--- src/rtl/mem_arbiter_if.sv ---
// Bus bundle between the datapath cache ports, the RAM and mem_arbiter.
// slave is the arbiter's view; master is the view of whatever drives requests and the RAM status.
interface mem_arbiter_if;
  logic        iREN;
  logic [31:0] iaddr;
  logic        dREN;
  logic        dWEN;
  logic [31:0] daddr;
  logic [31:0] dstore;
  logic [31:0] ramload;
  logic [1:0]  ramstate;
  logic        ihit;
  logic        dhit;
  logic [31:0] iload;
  logic [31:0] dload;
  logic        ramREN;
  logic        ramWEN;
  logic [31:0] ramaddr;
  logic [31:0] ramstore;
  logic        busy;
  logic        err;

  modport slave (
    input  iREN, iaddr, dREN, dWEN, daddr, dstore, ramload, ramstate,
    output ihit, dhit, iload, dload, ramREN, ramWEN, ramaddr, ramstore, busy, err
  );

  modport master (
    output iREN, iaddr, dREN, dWEN, daddr, dstore, ramload, ramstate,
    input  ihit, dhit, iload, dload, ramREN, ramWEN, ramaddr, ramstore, busy, err
  );
endinterface

--- src/rtl/mem_arbiter.sv ---
// Serialises instruction and data requests onto one single-ported RAM, with
// re-issue on RAM error, a per-attempt timeout, and registered hit/load outputs.
module mem_arbiter #(
  parameter int          TIMEOUT   = 64,
  parameter int          MAX_RETRY = 2,
  parameter logic [31:0] ERR_WORD  = 32'hBAD1BAD1
) (
  input logic          CLK,
  input logic          nRST,
  mem_arbiter_if.slave bus
);
  localparam logic [1:0] IDLE = 2'd0;
  localparam logic [1:0] IACC = 2'd1;
  localparam logic [1:0] DACC = 2'd2;
  localparam logic [1:0] RESP = 2'd3;

  localparam logic [1:0] RAM_FREE   = 2'd0;
  localparam logic [1:0] RAM_BUSY   = 2'd1;
  localparam logic [1:0] RAM_ACCESS = 2'd2;
  localparam logic [1:0] RAM_ERROR  = 2'd3;

  localparam int RW = (MAX_RETRY > 0) ? $clog2(MAX_RETRY + 1) : 1;
  localparam int TW = (TIMEOUT > 1) ? $clog2(TIMEOUT) : 1;
  localparam logic [RW-1:0] RETRY_MAX = RW'(MAX_RETRY);
  localparam logic [TW-1:0] TMO_LAST  = TW'(TIMEOUT - 1);

  function automatic logic [RW-1:0] retry_inc(input logic [RW-1:0] v);
    return (v >= RETRY_MAX) ? v : v + RW'(1);
  endfunction

  function automatic logic [TW-1:0] tmo_inc(input logic [TW-1:0] v);
    return (v >= TMO_LAST) ? v : v + TW'(1);
  endfunction

  logic [1:0]    state;
  logic          last_grant;   // 1 = data port was served last
  logic          grant_d;
  logic          op_wr;
  logic          gap;
  logic          ihit_r;
  logic          dhit_r;
  logic          err_r;
  logic [RW-1:0] retry_cnt;
  logic [TW-1:0] tmo_cnt;
  logic [31:0]   iload_r;
  logic [31:0]   dload_r;
  logic [31:0]   lat_addr;
  logic [31:0]   lat_store;

  logic d_req;
  logic pick_d;
  logic in_acc;
  logic attempt;
  logic acc_ok;
  logic acc_retry;
  logic acc_abort;

  always_comb begin
    d_req     = bus.dREN | bus.dWEN;
    pick_d    = d_req & (~bus.iREN | ~last_grant);
    in_acc    = (state == IACC) || (state == DACC);
    attempt   = in_acc & ~gap;
    acc_ok    = attempt && (bus.ramstate == RAM_ACCESS);
    acc_retry = attempt && (bus.ramstate == RAM_ERROR) && (retry_cnt < RETRY_MAX);
    acc_abort = attempt &&
                (((bus.ramstate == RAM_ERROR) && (retry_cnt >= RETRY_MAX)) ||
                 (((bus.ramstate == RAM_FREE) || (bus.ramstate == RAM_BUSY)) &&
                  (tmo_cnt == TMO_LAST)));
  end

  // RAM drive is combinational from state and the latched request; enables drop during a re-issue gap.
  assign bus.ramREN   = attempt & ~op_wr;
  assign bus.ramWEN   = attempt & op_wr;
  assign bus.ramaddr  = in_acc ? lat_addr : 32'h0;
  assign bus.ramstore = (in_acc & op_wr) ? lat_store : 32'h0;
  assign bus.busy     = (state != IDLE);
  assign bus.ihit     = ihit_r;
  assign bus.dhit     = dhit_r;
  assign bus.err      = err_r;
  assign bus.iload    = iload_r;
  assign bus.dload    = dload_r;

  always_ff @(posedge CLK) begin
    if (state == IDLE) begin
      lat_addr  <= pick_d ? bus.daddr : bus.iaddr;
      lat_store <= bus.dstore;
    end
  end

  always_ff @(posedge CLK or negedge nRST) begin
    if (!nRST) begin
      state      <= IDLE;
      last_grant <= 1'b0;
      grant_d    <= 1'b0;
      op_wr      <= 1'b0;
      gap        <= 1'b0;
      ihit_r     <= 1'b0;
      dhit_r     <= 1'b0;
      err_r      <= 1'b0;
      retry_cnt  <= '0;
      tmo_cnt    <= '0;
      iload_r    <= 32'h0;
      dload_r    <= 32'h0;
    end else begin
      ihit_r <= 1'b0;
      dhit_r <= 1'b0;
      err_r  <= 1'b0;
      case (state)
        IDLE: begin
          retry_cnt <= '0;
          tmo_cnt   <= '0;
          gap       <= 1'b0;
          if (d_req || bus.iREN) begin
            grant_d <= pick_d;
            op_wr   <= pick_d & bus.dWEN;
            state   <= pick_d ? DACC : IACC;
          end
        end
        IACC, DACC: begin
          if (acc_ok || acc_abort) begin
            state <= RESP;
            err_r <= acc_abort;
            if (state == IACC) begin
              ihit_r  <= 1'b1;
              iload_r <= acc_ok ? bus.ramload : ERR_WORD;
            end else begin
              dhit_r <= 1'b1;
              if (!op_wr) dload_r <= acc_ok ? bus.ramload : ERR_WORD;
            end
          end else if (acc_retry) begin
            retry_cnt <= retry_inc(retry_cnt);
            tmo_cnt   <= '0;
            gap       <= 1'b1;
          end else if (gap) begin
            gap <= 1'b0;
          end else begin
            tmo_cnt <= tmo_inc(tmo_cnt);
          end
        end
        RESP: begin
          last_grant <= grant_d;
          state      <= IDLE;
        end
        default: state <= IDLE;
      endcase
    end
  end
endmodule

--- src/flat_wrapper.sv ---
// flat-port wrapper written by rule: the top's interface ports become plain ports
module mem_arbiter_flat 
#(
  parameter int          TIMEOUT   = 64,
  parameter int          MAX_RETRY = 2,
  parameter logic [31:0] ERR_WORD  = 32'hBAD1BAD1
)
  (CLK, nRST, bus_iREN, bus_iaddr, bus_dREN, bus_dWEN, bus_daddr, bus_dstore, bus_ramload, bus_ramstate, bus_ihit, bus_dhit, bus_iload, bus_dload, bus_ramREN, bus_ramWEN, bus_ramaddr, bus_ramstore, bus_busy, bus_err);
  mem_arbiter_if bus_i ();
  input logic CLK;
  input logic nRST;
  input wire logic [$bits(bus_i.iREN)-1:0] bus_iREN;
  input wire logic [$bits(bus_i.iaddr)-1:0] bus_iaddr;
  input wire logic [$bits(bus_i.dREN)-1:0] bus_dREN;
  input wire logic [$bits(bus_i.dWEN)-1:0] bus_dWEN;
  input wire logic [$bits(bus_i.daddr)-1:0] bus_daddr;
  input wire logic [$bits(bus_i.dstore)-1:0] bus_dstore;
  input wire logic [$bits(bus_i.ramload)-1:0] bus_ramload;
  input wire logic [$bits(bus_i.ramstate)-1:0] bus_ramstate;
  output wire logic [$bits(bus_i.ihit)-1:0] bus_ihit;
  output wire logic [$bits(bus_i.dhit)-1:0] bus_dhit;
  output wire logic [$bits(bus_i.iload)-1:0] bus_iload;
  output wire logic [$bits(bus_i.dload)-1:0] bus_dload;
  output wire logic [$bits(bus_i.ramREN)-1:0] bus_ramREN;
  output wire logic [$bits(bus_i.ramWEN)-1:0] bus_ramWEN;
  output wire logic [$bits(bus_i.ramaddr)-1:0] bus_ramaddr;
  output wire logic [$bits(bus_i.ramstore)-1:0] bus_ramstore;
  output wire logic [$bits(bus_i.busy)-1:0] bus_busy;
  output wire logic [$bits(bus_i.err)-1:0] bus_err;
  assign bus_i.iREN = bus_iREN;
  assign bus_i.iaddr = bus_iaddr;
  assign bus_i.dREN = bus_dREN;
  assign bus_i.dWEN = bus_dWEN;
  assign bus_i.daddr = bus_daddr;
  assign bus_i.dstore = bus_dstore;
  assign bus_i.ramload = bus_ramload;
  assign bus_i.ramstate = bus_ramstate;
  assign bus_ihit = bus_i.ihit;
  assign bus_dhit = bus_i.dhit;
  assign bus_iload = bus_i.iload;
  assign bus_dload = bus_i.dload;
  assign bus_ramREN = bus_i.ramREN;
  assign bus_ramWEN = bus_i.ramWEN;
  assign bus_ramaddr = bus_i.ramaddr;
  assign bus_ramstore = bus_i.ramstore;
  assign bus_busy = bus_i.busy;
  assign bus_err = bus_i.err;
  mem_arbiter #(.TIMEOUT(TIMEOUT), .MAX_RETRY(MAX_RETRY), .ERR_WORD(ERR_WORD)) u_core (.CLK(CLK), .nRST(nRST), .bus(bus_i));
endmodule
--- config.mk ---
export PLATFORM = sky130hd
export DESIGN_NAME = mem_arbiter_flat
export DESIGN_NICKNAME = d
export VERILOG_FILES = /design/src/rtl/mem_arbiter_if.sv /design/src/rtl/mem_arbiter.sv /design/src/flat_wrapper.sv
export SDC_FILE = /design/constraint.sdc
export NUM_CORES = 1
export LEC_CHECK = 0
export BUFFER_PORTS_ARGS = -buffer_cell sky130_fd_sc_hd__buf_2
export CAP_MARGIN = 5
export CORE_MARGIN = 4
export CORE_UTILIZATION = 48
export DETAILED_ROUTE_END_ITERATION = 6
export PLACE_DENSITY = 0.8
export SLEW_MARGIN = 20
export SYNTH_ARGS = -nofsm -noshare
export SYNTH_HDL_FRONTEND = slang
export SYNTH_SLANG_ARGS = --single-unit
export TNS_END_PERCENT = 50
--- constraint.sdc ---
create_clock -name CLK -period 4.45 [get_ports CLK]
set_input_delay 0.2225 -clock CLK [delete_from_list [all_inputs] [get_ports CLK]]
set_output_delay 0.2225 -clock CLK [all_outputs]
set_load 0.05 [all_outputs]
; After elaboration in Yosys (flattened, before gate mapping)
; Index checks and enable logic that the tools add are counted.
[classes]
addsub = 2
n_mul = 0
div_mod_pow = 0
n_lt_le_gt_ge = 3
n_eq_ne = 14
n_shift = 0
mux = 28
n_bitwise = 13
reduce_logical = 23
[op_table]
columns = operator, n
row1 = $mux 32, 4
row2 = $mux 6, 4
row3 = $mux 2, 6
row4 = $pmux 6 s2, 1
row5 = $reduce_and 4->1, 3
row6 = $mux 1, 10
row7 = $eq 2x2->1 const B, 4
row8 = $add 6x1->6 const B, 1
row9 = $and 1x1->1, 6
row10 = $eq 6x6->1 const B, 1
row11 = $ge 6x6->1 const B, 1
row12 = $logic_and 1x1->1, 6
row13 = $ne 2x2->1 const B, 3
row14 = $pmux 2 s3, 1
row15 = $reduce_and 2->1, 3
row16 = $logic_or 1x1->1, 5
row17 = $not 1->1, 5
row18 = $eq 2x1->1 const B, 2
row19 = $logic_not 2->1, 2
row20 = $ne 2x1->1 const B, 2
row21 = $pmux 2 s2, 1
row22 = $reduce_bool 2->1, 2
row23 = $ne 3x2->1 const B, 1
row24 = $ne 3x3->1 const B, 1
row25 = other kinds (7), 8
[word_totals]
ff_bits = 145
latch_bits = 0
mem_bits_rw = 0
romBits = 0
inputBits = 135
out_inout_bits = 134
word_cells = 97
memories = 0

; Logic depth before layout (Yosys ltp)
; Gate-level depths: netlist of the first run.
[logic_depth]
depth_word = 8
depth_mapped = 10
mapped_depth_nobuf = 6

; Worst setup path after synthesis of the first run
; Ideal clock, no wire load.
[synth_path]
path_type = register to register
from = register u_core.state[0]
to = register u_core.state[0]
setup_time_ns = 0.123
arrival_time_ns = 3.851
required_ns = 4.327
path_slack_ns = 0.476
stages_incl_launch_ff = 7
n_path_buf = 0
synth_period_minus_slack_ns = 3.974
path_cell_list = dfrtp_1 -> inv_1 -> ha_1 -> inv_1 -> nor4_1 -> a31oi_1 -> o221a_2
[synth_between]
elab_chain_len = 7
word_cells_on_any_way = 14
classes_between = eq/ne: 5 / mux: 1 / bitwise: 1 / reduce/logical: 7
[synth_rtl]
columns = item, line_no
row1 = "start, declared", mem_arbiter.sv:35  ; logic [1:0] state;
row2 = "start signal, assigned", mem_arbiter.sv:116  ; state <= pick_d ? DACC : IACC;
row3 = $eq 2x1->1 or $eq 2x2->1 (tied branches), "mem_arbiter.sv:61, mem_arbiter.sv:108"
row4 = $logic_or 1x1->1, mem_arbiter.sv:61  ; in_acc = (state == IACC) || (state == DACC);
row5 = $and 1x1->1, mem_arbiter.sv:62  ; attempt = in_acc & ~gap;
row6 = $logic_and 1x1->1 (on tied branches), "mem_arbiter.sv:63, mem_arbiter.sv:65"
row7 = $logic_or 1x1->1, mem_arbiter.sv:120  ; if (acc_ok || acc_abort) begin
row8 = $ne 2x1->1 (no source line), n/a
row9 = $reduce_and 2->1 (no source line), n/a
; Several ways; a longest one is shown, not always the timed one.
; A chain may end at the register's enable or synchronous reset.

; Final worst setup path of the first run
[layout_path]
from = register u_core.state[0]
to = register u_core.iload_r[27] (netlist: u_core.bus.iload[27])
[layout_between]
elab_chain_len = 6
word_cells_on_any_way = 10
classes_between = eq/ne: 2 / mux: 1 / bitwise: 1 / reduce/logical: 6
[layout_rtl]
columns = item, line_no
row1 = $eq 2x1->1 or $eq 2x2->1 (tied branches), "mem_arbiter.sv:61, mem_arbiter.sv:108, mem_arbiter.sv:123"
row2 = $logic_or 1x1->1, mem_arbiter.sv:61
row3 = $and 1x1->1, mem_arbiter.sv:62
row4 = $logic_and 1x1->1 (on tied branches), "mem_arbiter.sv:63, mem_arbiter.sv:65"
row5 = $logic_or 1x1->1, mem_arbiter.sv:120
row6 = $reduce_and 3->1 (no source line), n/a
row7 = "end signal, assigned", mem_arbiter.sv:125  ; iload_r <= acc_ok ? bus.ramload : ERR_WORD;
row8 = "end, declared", mem_arbiter.sv:45  ; logic [31:0] iload_r;
; Several ways; a longest one is shown, not always the timed one.

==> results of run 1 <==
critical path, cell delays in order, from the launching register on:
cell and delay, ps:
dfrtp_1 450, inv_1 130, ha_2 620, nand2b_4 140, nor3b_4 490, nand2_1 520
o22a_1 370
state kept, by name, summed over array words and instances, names as in the netlist:
register / count
u_core.bus.dload: 32
u_core.tmo_cnt: 6
u_core.gap: 1
u_core.lat_addr: 32
u_core.bus.ihit: 1
u_core.lat_store: 32
u_core.last_grant: 1
u_core.state: 2
u_core.bus.err: 1
u_core.retry_cnt: 2
u_core.grant_d: 1
u_core.op_wr: 1
u_core.bus.dhit: 1
u_core.bus.iload: 32
Yosys cell counts, drive strengths merged:
library cell	count	area share
a21oi	3	0.0023
nor4	1	0.00096
or3b	1	0.0013
clkbuf	11	0.0063
a2111oi	2	0.0036
and3	34	0.033
a22o	17	0.023
a32o	2	0.0031
ha	8	0.015
edfxtp	64	0.29
o21ai	8	0.0067
o221a	1	0.0017
nand2	26	0.015
nor2	8	0.0046
mux2	52	0.099
nor2b	3	0.0044
nand4b	2	0.0027
a211oi	1	0.0012
nand4bb	1	0.0025
a2bb2oi	1	0.0013
nand3b	1	0.0012
o22a	19	0.026
a21o	2	0.0035
o31ai	2	0.0023
a21bo	1	0.0015
nand3	4	0.0050
a211o	1	0.0013
mux2i	15	0.023
nor3b	2	0.0040
nand2b	19	0.019
and2	34	0.033
or2b	1	0.0012
a31oi	2	0.0042
a41oi	1	0.0013
o211ai	1	0.0012
buf	20	0.026
dfrtp	81	0.31
and4	1	0.0013
inv	18	0.010
nor3	2	0.0015
area by class of cell:
class / instances / area [sq um]
Clock buffer: 25 / 528.0
Clock inverter: 6 / 67.56
Fill cell: 932 / 4432
Inverter: 18 / 67.56
Multi-Input combinational cell: 279 / 2331
Sequential cell: 145 / 3949
Tap cell: 176 / 220.2
Timing Repair Buffer: 304 / 1700
kinds of logic after synthesis:
group / after synthesis
AO/OA/AOI/OAI: 64
AND/OR/NAND/NOR: 140
adder cells (fa/ha/maj): 8
multiplexers: 67
flip-flops: 145
buffers and inverters: 49
worst paths after layout:
kind                                                 startpoint                               end  slack, ps
worst max-delay path                u_core.state[0]$_DFFE_PN0P_  u_core.bus.iload[27]$_DFFE_PN0P_       1600
worst min-delay path                            bus_ramload[24]  u_core.bus.iload[24]$_DFFE_PN0P_         50
worst max register to register      u_core.state[0]$_DFFE_PN0P_  u_core.bus.iload[27]$_DFFE_PN0P_       1600
worst min register to register  u_core.retry_cnt[0]$_DFFE_PN0P_   u_core.retry_cnt[0]$_DFFE_PN0P_        480
max in group asynchronous                                  nRST     u_core.tmo_cnt[0]$_DFFE_PN0P_       3560
min in group asynchronous                                  nRST  u_core.bus.iload[26]$_DFFE_PN0P_        400
layer usage:
layer	up-vias	routed length, um	GRT usage
li1	2291	-	-
met2	228	9056	0.4020
met3	20	1246	0.06132
met4	0	276	0.07930
met5	-	0	0
met1	2429	6803	0.2549
metrics by stage:
stage	hold WS [ps]	setup WS [ps]
finish	48.58	1605
global route	43.07	1302
CTS	1.996	1563
detailed placement	401.6	1569
global placement	399.5	1751
floorplan	-73.09	475.9
==> out/summary.txt, run 1 <==
Die Span Y: 124.6 um
DP Area: 0.007934 sq mm
Bufs on Longest Clock Path: 2
mux contribution to synthesized area: 0.1220
Syn Inst Count: 473
Mean Syn Cell Area: 13.79 sq um
area of the die: 0.01552 sq mm
# placed instances: 889
Routed Antenna Nets: 0
Post-Synth XOR/XNOR Area: 0
HP Class: in -> reg
part of the Yosys area used for sequential elements: 0.6054
Hold Fails Final Rpt: 0
post_cts resized: 0
Routed WL per cell: 18.24 um
fin util: 0.6667
Routability Congestion: 0.8088
final period utilization: 0.6394
Synth Area in Simple Gates: 0.1314
drt first-iter violations: 263
Post-CTS Setup Inserts: 0
Final Non-Filler Cells: 953
status: finished, final reports clean
Reg2Reg Depth: 6
total grt overflow: 0
H-tree depth: 4
Initial Util: 0.4906
most common cell after layout, fill and taps aside: buf_2
TNS Setup: 0 ps
residual DRC count: 0
layout cells sized above 1: 0.4736
first-pass GRT wire length: 27720 um
Worst Tran Pin Value: 1055 ps
synth unique cells: 56
largest net degree at the start of global routing: 82
root buffer cell: clkbuf_16
compound-cell area share of the yosys netlist: 0.08364
element type at the critical path start: flip-flop
main combinational cell family by area after synthesis: simple AND/OR/NAND/NOR gates
Post-Syn Area: 0.006523 sq mm
PortBufs: 268
Setup-failing EPs final: 0
Pre-Repair DR Iteration Count: 5
critical path endpoint category: flip-flop
largest fanout on the critical path: 28
Layout Nets: 908
fin area: 0.008864 sq mm
post-detailed-placement half-perimeter wirelength: 12180 um
RSZ-0062 raised after global routing: false
Reg clk slew, reported paths: 60 ps
FMAX: 351.4 MHz
hold_buf cts: 32
Crit path required time: 4750 ps
clock sink total: 145
Num CTS Buffers: 17
core area: 0.01330 sq mm
most frequent cells in the layout: buf_2 (267), dfrtp_1 (81), edfxtp_1 (64)
max-capacitance violation count: 0
Final Max Tran Viols: 0
CTS tree: yes
# diodes: 0
area share of fa/ha/maj cells after synthesis: 0.01535
Rel. slew slack: 0.2944
standard-cell rows: 42
GRT Total Usage: 0.2237
WS Path Type: reg -> reg
WL final: 17380 um
Mapped Nets: 616
vias in the first global route: 5322
Area Overhead vs Synth: 35.89%
die width: 124.6 um
Via density: 5.213
WP data arrival: 3140 ps
hold path cells: 2
post-synthesis register bit count: 145
Syn. warnings: 0
Clk Latency, worst-skew pair: 410 ps
I/O Pins: 269
min Tclk post-route: 2845 ps
Final Skew: 9.414 ps
antenna violations before repair: 0
vias post-DR: 4968
Power of run 1 is not shown: default switching activity piles up to over one toggle a cycle in this logic, so the estimate is an artifact.
==> run 2: changes to the inputs <==
Settings changed: CORE_UTILIZATION 48 to 44, PLACE_DENSITY 0.8 to 0.77.
Clock period 4.45 ns to 2.58 ns, I/O delays scaled along.
==> out/summary.txt, run 2 (synthesis gave the netlist of run 1 again) <==
max-capacitance violation count: 0
Area Overhead vs Synth: 45.37%
PortBufs: 268
Initial Util: 0.4488
Crit path required time: 2450 ps
largest net degree at the start of global routing: 82
RSZ-0062 raised after global routing: true
Num CTS Buffers: 17
critical path endpoint category: output pin
# diodes: 0
Layout Nets: 966
Final Skew: 8.747 ps
Hold Fails Final Rpt: 0
FMAX: 408.8 MHz
vias in the first global route: 5667
Final Max Tran Viols: 0
root buffer cell: clkbuf_16
I/O Pins: 269
Routed Antenna Nets: 0
total grt overflow: 0
die width: 129.8 um
WP data arrival: 2320 ps
clock sink total: 145
Via density: 5.141
Rel. slew slack: 0.4692
multi-input logic area: 0.002333 sq mm
fin area: 0.009482 sq mm
core area: 0.01453 sq mm
Clk Latency, worst-skew pair: 420 ps
CTS tree: yes
HP Class: in -> reg
final period utilization: 0.9482
antenna violations before repair: 0
post-detailed-placement half-perimeter wirelength: 12090 um
Pre-Repair DR Iteration Count: 4
register area: 0.003949 sq mm
layout cells sized above 1: 0.4510
WL final: 18630 um
status: finished, final reports clean
most frequent cells in the layout: buf_2 (267), dlygate4sd3_1 (87), dfrtp_1 (81)
standard-cell rows: 44
Die Span Y: 129.8 um
vias post-DR: 5244
GRT Total Usage: 0.2171
H-tree depth: 4
Setup-failing EPs final: 0
residual DRC count: 0
min Tclk post-route: 2446 ps
Routed WL per cell: 18.27 um
largest fanout on the critical path: 71
Fillers: 1048
most common cell after layout, fill and taps aside: buf_2
Bufs on Longest Clock Path: 2
Worst Tran Pin Value: 789.5 ps
element type at the critical path start: flip-flop
first-pass GRT wire length: 28330 um
drt first-iter violations: 244
Reg clk slew, reported paths: 70 ps
DP Area: 0.007974 sq mm
area of the die: 0.01684 sq mm
Routability Congestion: 0.8368
WS Path Type: reg -> out
## run 2: through the flow
step                hold slack [ps]  worst slack, ps  instances  setup TNS (ps)    util
floorplan                    -166.6            67.00        473               0       -
global placement              305.4            361.7        901               0  0.5486
detailed placement            307.2            212.9        901               0  0.5486
CTS                          0.1068            112.7       1020               0  0.6518
global route                  2.615           -11.17       1020          -11.17  0.6524
finish                        17.99            133.7       1020               0  0.6524
## run 2: layout make-up
cell class                 instances  area share
inverter                          18    0.007126
timing repair buffer             362      0.2402
clock inverter                    12     0.01491
multi-input combinational        279      0.2461
sequential                       145      0.4165
clock buffer                      20     0.05094
tap                              184     0.02428
## run 2: worst paths after layout
path | start | end | slack (ps) | cells after the start
worst max register to register | u_core.state[0]$_DFFE_PN0P_ | u_core.bus.iload[14]$_DFFE_PN0P_ | 210 | 6
worst max-delay path | u_core.state[0]$_DFFE_PN0P_ | bus_ramstore[31] | 130 | 5
min in group asynchronous | nRST | u_core.bus.dload[7]$_DFFE_PN0P_ | 350 | 2
max in group asynchronous | nRST | u_core.bus.dload[21]$_DFFE_PN0P_ | 1720 | 2
worst min register to register | u_core.bus.iload[20]$_DFFE_PN0P_ | u_core.bus.iload[20]$_DFFE_PN0P_ | 490 | 1
worst min-delay path | bus_daddr[29] | u_core.lat_addr[29]$_DFFE_PP_ | 20 | 2
## run 2: repair_timing
action | CTS | global route
hold buffers | 87 | 0
endpoints found under the hold margin | 172 | 0
buffers inserted | 0 | 0
setup endpoints to repair | 3 | 3
resized for setup | 1 | 2
## run 2: worst max-delay path: stages, from the launching register on
cell and delay (ps):
dfrtp_1 440, inv_1 130, ha_2 390, clkbuf_8 350
and3_1 270, buf_2 280
## run 2: per-layer routing
layer,up-vias,track usage,share of wire
met4,0,0.09535,0.020
met1,2548,0.2467,0.39
met5,-,0,0
met3,28,0.06058,0.081
met2,249,0.3822,0.51
li1,2419,-,-
Power of run 2 is left out for the same reason.
==> run 3: changes to the inputs <==
Settings changed: BUFFER_PORTS_ARGS -buffer_cell sky130_fd_sc_hd__buf_2 to -buffer_cell sky130_fd_sc_hd__clkbuf_2, CORE_UTILIZATION 44 to 48, PLACE_DENSITY 0.77 to 0.8.
Clock period 2.58 ns to 2.6 ns, I/O delays scaled along.
==> out/summary.txt, run 3 (synthesis gave the netlist of run 1 again) <==
status: finished, final reports clean
WL final: 17790 um
residual DRC count: 0
Pre-Repair DR Iteration Count: 4
Final WS setup: 185.4 ps
Routed Antenna Nets: 0
most common cell after layout, fill and taps aside: clkbuf_2
FMAX: 414.1 MHz
post_cts resized: 0
H-tree depth: 4
met1 Track Usage GR: 0.2677
Rel. slew slack: 0.4691
critical path endpoint category: output pin
standard-cell rows: 42
element type at the critical path start: flip-flop
largest fanout on the critical path: 44
total grt overflow: 0
drt first-iter violations: 292
Bufs on Longest Clock Path: 2
Area Overhead vs Synth: 41.22%
Crit path required time: 2470 ps
I/O Pins: 269
min Tclk post-route: 2415 ps
WS Path Type: reg -> out
CP Launch Point: u_core.state[0]$_DFFE_PN0P_
post-detailed-placement half-perimeter wirelength: 12020 um
Final Non-Filler Cells: 992
GRT Total Usage: 0.2312
Worst Tran Pin Value: 789.6 ps
Setup-failing EPs final: 0
core area: 0.01330 sq mm
CTS tree: yes
GRT met3 Usage: 0.06389
antenna violations before repair: 0
Layout Nets: 946
Via density: 5.216
layout cells sized above 1: 0.4620
HP Class: in -> reg
post-placement setup slack: 179.7 ps
max-capacitance violation count: 0
area of the die: 0.01552 sq mm
final hold slack: 11.61 ps
Num CTS Buffers: 17
hold path cells: 2
clock sink total: 145
Worst Hold Launch: bus_ramload[12]
Final Skew: 10.16 ps
PortBufs: 268
most frequent cells in the layout: clkbuf_2 (267), dfrtp_1 (81), dlygate4sd3_1 (65)
Final Max Tran Viols: 0
# placed instances: 895
first-pass GRT wire length: 28740 um
WP data arrival: 2280 ps
largest net degree at the start of global routing: 82
Reg clk slew, reported paths: 60 ps
Die Span Y: 124.6 um
RSZ-0062 raised after global routing: false
Routability Congestion: 0.8426
Routed WL per cell: 17.93 um
Hold Fails Final Rpt: 0
root buffer cell: clkbuf_16
beginning of the worst register-to-register path: u_core.state[0]$_DFFE_PN0P_
TNS Setup: 0 ps
Clk Latency, worst-skew pair: 410 ps
die width: 124.6 um
# diodes: 0
Initial Util: 0.4906
final period utilization: 0.9287
Reg2Reg Depth: 7
met2 Track Usage GR: 0.4078
busiest grt layer: met2
vias in the first global route: 5478
vias post-DR: 5174
==> run 3: cell types whose count changed in the layout (fill, tap and decap cells not counted), sizes merged <==
cell	before	now
clkbuf	21	288
buf	274	10
dlygate4sd3	87	65
clkinvlp	0	2
bufinv	2	1
clkinv	5	4
inv	23	22
==> run 3: final cells by class <==
type / instances / area (sq um)
Fill cell: 873 / 4084
Sequential cell: 145 / 3949
Multi-Input combinational cell: 279 / 2331
Timing Repair Buffer: 342 / 2078
Clock buffer: 21 / 464.2
Tap cell: 176 / 220.2
Clock inverter: 11 / 101.3
Inverter: 18 / 67.56
==> run 3: path summary, 6_finish.rpt <==
path,endpoint,slack [ps]
hold / removal,u_core.bus.iload[12]$_DFFE_PN0P_,10
setup / recovery,bus_ramaddr[9],190
hold reg to reg,u_core.retry_cnt[0]$_DFFE_PN0P_,480
min in group asynchronous,u_core.bus.iload[18]$_DFFE_PN0P_,350
setup reg to reg,u_core.bus.dload[19]$_DFFE_PN0P_,220
max in group asynchronous,u_core.tmo_cnt[1]$_DFFE_PN0P_,1790
==> run 3: worst max-delay path: stages, from the launching register on <==
cell,delay [ps]
dfrtp_1,450
inv_1,130
ha_2,390
buf_4,360
and2_1,250
clkbuf_2,300
==> run 3: routing by layer <==
layer | routed length [um] | vias up
li1 | - | 2375
met1 | 6846 | 2514
met2 | 9259 | 254
met3 | 1243 | 31
met4 | 438 | 0
met5 | 0 | -
==> run 3: stage by stage <==
step                        util  area (sq um)
after global routing      0.6928          9211
final                     0.6928          9211
after detailed placement  0.6011          7991
after global placement    0.6011          7991
after floorplan                -          6535
after CTS                 0.6925          9208
==> run 3: what timing repair did <==
action	CTS	global route
hold buffers	65	0
setup buffers	0	0
endpoints found under the hold margin	157	0
Power of run 3 is left out for the same reason.
